[config.mk]
export PLATFORM = sky130hd
export DESIGN_NAME = instruction_mem_sync
export DESIGN_NICKNAME = d
export VERILOG_FILES = /design/src/rtl/instruction_mem_sync.sv
export SDC_FILE = /design/constraint.sdc
export NUM_CORES = 2
export LEC_CHECK = 0
export CAP_MARGIN = 15
export CORE_UTILIZATION = 62
export CTS_CLUSTER_SIZE = 14
export DETAILED_ROUTE_END_ITERATION = 6
export PLACE_DENSITY_LB_ADDON = 0.05
export SLEW_MARGIN = 20
export SYNTH_ARGS = -nofsm -noshare
export SYNTH_HDL_FRONTEND = slang
export SYNTH_SLANG_ARGS = --single-unit
[constraint.sdc]
create_clock -name i_clk -period 4.1 [get_ports i_clk]
set_input_delay 1.025 -clock i_clk [delete_from_list [all_inputs] [get_ports i_clk]]
set_output_delay 1.025 -clock i_clk [all_outputs]
set_load 0.01 [all_outputs]
[src/rtl/instruction_mem_sync.sv]
// Run-time loadable instruction RAM with registered, stall-holding fetch port.
// Fetch latency 1 cycle; loader is ready only while loading, and fetch holds its result under i_stall.
module instruction_mem_sync #(
  parameter int ADDR_WIDTH = 32,
  parameter int DATA_WIDTH = 32,
  parameter int DEPTH      = 64,
  parameter logic [DATA_WIDTH-1:0] NOP_INSTR = 32'h00000013
) (
  input  logic                      i_clk,
  input  logic                      i_rst,
  input  logic                      i_prog_start,
  input  logic                      i_prog_valid,
  input  logic [DATA_WIDTH-1:0]     i_prog_wdata,
  input  logic                      i_prog_last,
  output logic                      o_prog_ready,
  output logic [$clog2(DEPTH):0]    o_prog_count,
  output logic                      o_loaded,
  input  logic                      i_req,
  input  logic [ADDR_WIDTH-1:0]     i_addr,
  input  logic                      i_stall,
  output logic [DATA_WIDTH-1:0]     o_instr,
  output logic                      o_valid,
  output logic                      o_fault
);

  localparam int IDX_W = $clog2(DEPTH);
  localparam logic [IDX_W:0] CNT_ONE = (IDX_W+1)'(1);

  typedef enum logic [1:0] {S_EMPTY, S_LOAD, S_RUN} state_e;

  state_e                state_q, state_d;
  logic [IDX_W:0]        count_q, count_d;
  logic                  valid_q, valid_d;
  logic                  fault_q, fault_d;
  logic [DATA_WIDTH-1:0] instr_q, instr_d;
  logic [DATA_WIDTH-1:0] mem [DEPTH];

  logic [IDX_W-1:0]      wr_ptr;
  logic [IDX_W-1:0]      rd_idx;
  logic                  wr_en;
  logic                  addr_ok;

  // The word counter doubles as the write pointer; it never exceeds DEPTH.
  assign wr_ptr  = count_q[IDX_W-1:0];
  assign wr_en   = (state_q == S_LOAD) && i_prog_valid && !i_prog_start;
  assign rd_idx  = i_addr[IDX_W+1:2];
  assign addr_ok = (i_addr[1:0] == 2'b00) && ((i_addr >> (IDX_W + 2)) == '0);

  always_comb begin
    state_d = state_q;
    count_d = count_q;
    if (i_prog_start) begin
      state_d = S_LOAD;
      count_d = '0;
    end else if (wr_en) begin
      count_d = count_q + CNT_ONE;
      if (i_prog_last || (&wr_ptr)) begin
        state_d = S_RUN;
      end
    end
  end

  always_comb begin
    valid_d = valid_q;
    fault_d = fault_q;
    instr_d = instr_q;
    if (i_prog_start || (state_q != S_RUN)) begin
      valid_d = 1'b0;
      fault_d = 1'b0;
    end else if (!i_stall) begin
      if (i_req) begin
        valid_d = 1'b1;
        fault_d = !addr_ok;
        instr_d = addr_ok ? mem[rd_idx] : NOP_INSTR;
      end else begin
        valid_d = 1'b0;
        fault_d = 1'b0;
      end
    end
  end

  always_ff @(posedge i_clk or posedge i_rst) begin
    if (i_rst) begin
      state_q <= S_EMPTY;
      count_q <= '0;
      valid_q <= 1'b0;
      fault_q <= 1'b0;
      instr_q <= NOP_INSTR;
    end else begin
      state_q <= state_d;
      count_q <= count_d;
      valid_q <= valid_d;
      fault_q <= fault_d;
      instr_q <= instr_d;
    end
  end

  // Storage is deliberately left out of reset so it can map onto RAM.
  always_ff @(posedge i_clk) begin
    if (wr_en) begin
      mem[wr_ptr] <= i_prog_wdata;
    end
  end

  assign o_prog_ready = (state_q == S_LOAD);
  assign o_loaded     = (state_q == S_RUN);
  assign o_prog_count = count_q;
  assign o_instr      = instr_q;
  assign o_valid      = valid_q;
  assign o_fault      = fault_q;

endmodule

### Word-level counts from Yosys, hierarchy flattened

Memory sizes are Yosys's and may differ from the RTL's.
Cells that the tools add are included.

* RAM bits: 2048
* bits in read-only memories: 0
* input port bits: 71
* register bits after elaboration: 43
* memories kept: 1
* bits in latches: 0

* reduce and logical (&&, ||, !) cells: 14
* equal/unequal tests: 4
* $add $sub $neg: 1
* bitwise logic cells: 2
* divide/modulo/power cells: 0
* $lt $le $gt $ge: 0
* multipliers: 0
* mux-type cells: 14
* shift operators: 0

Memory list
* mem: depth 64, bits a word 32, rd ports 1, clocked after memory_dff 0, wr ports 1, RTL line 36 `logic [DATA_WIDTH-1:0] mem [DEPTH];`

Operator list (count)
* logical NOT 32 bit: 1
* two-way mux 32 bit: 1
* two-way mux 7 bit: 2
* two-way mux 1 bit: 8
* adder 7 x 1 -> 7 bit (second input constant): 1
* two-way mux 2 bit: 3
* AND reduction 6 bit: 1
* nonzero test 2 bit: 2
* logical AND 1 bit: 3
* AND reduction 3 bit: 1
* equality test 2 x 1 -> 1 bit (second input constant): 1
* equality test 2 bit (second input constant): 1
* logical NOT 1 bit: 2
* logical NOT 2 bit: 1
* logical OR 1 bit: 2
* != test 2 x 1 -> 1 bit (second input constant): 1
* != test 2 bit (second input constant): 1
* inverter 1 bit: 2
* AND reduction 2 bit: 1

### Longest topological paths before layout

* depth in word-level cells: 6
* depth in mapped cells: 10
* mapped depth without buffers: 5

### Least setup slack after synthesis

No wires, ideal clock.

* path type: input -> register
* start point: input i_prog_start
* end point: memory mem[62][0] (enable)
* data required time: 3679 ps
* path slack: 467 ps
* data arrival time: 3212 ps
* stages: 4
* cells stage by stage: clkbuf_1 > nor3_1 > nand3_1 > nor2_1

* cells in the longest elaborated chain, start to end: 4

RTL lines
* start, declared: RTL line 11 `input logic i_prog_start,`
* logical NOT 1 bit: RTL line 45 `assign wr_en = (state_q == S_LOAD) && i_prog_valid && !i_prog_start;`
* logical AND 1 bit: RTL line 45
* two-way mux 1 bit: RTL line 100 `if (wr_en) begin`
* two-way mux 1 bit (implied by the code): RTL line 101 `mem[wr_ptr] <= i_prog_wdata;`
* end, declared: RTL line 36

Every way passes these cells.

### Final worst setup path

* start point: input i_addr[7]
* end point: register instr_q[3], in the netlist o_instr[3]

* cells in the longest elaborated chain, start to end: 2

RTL lines
* start, declared: RTL line 19 `input logic [ADDR_WIDTH-1:0] i_addr,`
* memory (64 x 32 bit)
* two-way mux 32 bit: RTL line 74 `instr_d = addr_ok ? mem[rd_idx] : NOP_INSTR;`
* end signal, assigned: RTL line 94 `instr_q <= instr_d;`
* end, declared: RTL line 35 `logic [DATA_WIDTH-1:0] instr_q, instr_d;`

Every way passes these cells.
A chain may end at the register's enable or synchronous reset.

==> results.tsv <==
metric	value	unit
grt_usage	32.9	%
ff2ff_path_depth	3	
p_per_area	476	nW/µm²
crit_fanout	15	
fp.dieW	361	µm
crit_top_cell	buf_4	
antenna_found_initial	14	
final_cell_mix	edfxtp_1, mux4_2, clkbuf_16	
fin_crit_sh	80.7	%
crit_buf_inv	3	
cts_tree	built	
slew-limit-headroom	23.5	%
final_common_cell	edfxtp_1	
routabilityCongestion	0.861	
critPathSlowestCell	clkdlybuf4s50_1	
grt_overflow_total	0	
cts_hold_buf	0	
cts.sinks	2091	
power	44.0	mW
initial_core_util	62.6	%
post-dp-hpwl	120	mm
synth_cells	3563	
hold_start	state_q[0]	
setup_tns	0	ps
end_kind	flip-flop	
grt_max_degree	83	
r2r_end	mem[51][17]	
rsz0062_at_grt	false	
fin_nets	4021	
ys_ff_latch	2091	
routedWlPerCell	36.1	µm
syn2layout_area_growth	15.6	%
ant_nets	0	
holdCritPathClass	flip-flop to flip-flop	
path_cells	clkdlybuf4s50_1 > and3_1 > buf_4 > a22o_1 > nor4_1 > buf_4 > o211ai_1	
die_area	130000	µm²
htree_levels	4	
drv_cap	0	
drv_slew	0	
grt_pass1_vias	41084	
drive_gt1_share	29.3	%
fillers	7158	
std_cell_rows	131	
critPathLaunchType	primary input	
ys_seq_area_share	78.2	%
avgSynthCellArea	22.4	µm²
die_height	361	µm
yosysWarnings	0	
worstMarginPinSlew	1150	ps
synth_top_area_cell	edfxtp_1	
setup_viol	0	
synth_top_area_share	76.9	%
hold_viol_final	0	
worstSetupPathType	primary input to flip-flop	
period_needed	3310	ps
regArea	62600	µm²
multi_input_area	16900	µm²
grt_pass1_wl	296	mm
drt_iter0_drc	5417	
place_ws	31.5	ps
r2r_start	o_prog_count[5]	
drt-pass1-iter-count	5	
async_reset_ff_share	2.06	%
outcome	finished clean	
synth_edf_count	2048	
ys_top_cells_by_area	edfxtp_1, mux4_2, mux2i_1	
netlist_area	80000	µm²
dr_total_vias	39674	
synth.distinct_cells	60	
synth_flop_cell	edfxtp_1	
min_delay_path_depth	1	
cts_resized	0	
cts_setup_buffers	0	
io_pins	114	
skew	21.3	ps
clk_pin_slew	60	ps
r2r_setup_slack	1520	ps
via_per_inst	6.86	
cp_data_required_time	4790	ps
ir_drop	0.000478	V
hold_end	state_q[0]	
syn_nets	3635	
clk_latency	850	ps
cts_root_buf	clkbuf_16	
core_area	128000	µm²
routed_wirelength	209	mm
critical_path_arrival	4000	ps
drc_errors	0	
clock.fmax	0.302	GHz
cpPeakStageDelay	690	ps
port-buffer-count	113	
cts_made_buffers	198	
cts_max_path_buffers	3	
cellLeakagePower	29.4	nW
post-route-worst-setup-slack	790	ps
crit_family	buffers and inverters	
-- worst max path at each step --
stage	end	slack, ps	cells after the start	start
global placement	o_instr[3]	2	7	i_addr[7]
floorplan	mem[62][0]	470	4	i_prog_start
finish	o_instr[3]	790	7	i_addr[7]
global route	o_instr[3]	810	7	i_addr[7]
CTS	o_prog_count[3]	860	1	o_prog_count[3]
detailed placement	o_instr[3]	30	7	i_addr[7]
-- layer usage --
metal  vias up  GRT usage, %  part of all wire (%)
li1      15960             -                     -
met1     21061          44.2                    36
met2      2225          53.9                    50
met3       418          6.30                    10
met4        10          13.2                   4.2
met5         -             0                 0.037
-- cells by family after synthesis --
group | after synthesis | share of synthesized area (%)
buffers and inverters | 222 | 1.34
AOI/OAI and AO/OA | 297 | 2.98
and+or+nand+nor | 294 | 1.90
DFF | 2091 | 78.2
muxes | 653 | 15.5
xor gates and xnor gates | 5 | 0.0548
adders and majority gates | 1 | 0.0156
-- flip-flops by register name (all words and copies together) (netlist names) --
register and flops:
mem 2048, o_fault 1, o_instr 32, o_prog_count 7, o_valid 1, state_q 2
-- report_power, final --
group	total (mW)	switching, mW	internal (mW)
registers	23.5	0.0275	23.5
logic	2.11	1.28	0.828
clock network	18.4	7.82	10.5
total	44.0	9.13	34.9
-- stage by stage --
step                util, %  instances  hold slack, ps  area (µm²)
floorplan                 -       3563             490       80000
global placement       67.3       5411             515       85900
detailed placement     67.3       5411             528       85900
CTS                    72.4       5779             548       92400
global route           72.4       5779             577       92500
finish                 72.4       5783             557       92500
-- synthesized netlist by cell type (all sizes together) (40+ instances only) --
cell type / n
mux2: 60
buf: 126
nand2: 62
mux2i: 132
nor2b: 63
edfxtp: 2048
a2111oi: 56
clkbuf: 75
a22o: 84
nor2: 86
mux4: 461
dfrtp: 40
a211oi: 56
-- area by class of cell --
class | instances | share of cell area [%]
clock buffer | 253 | 5.73
tap | 1662 | 2.25
timing repair buffer | 387 | 4.67
inverter | 21 | 0.0852
clock inverter | 115 | 1.35
antenna | 4 | 0.0108
multi-input combinational | 1250 | 18.2
sequential | 2091 | 67.7
No activity file was read; power rests on OpenSTA's default activity.
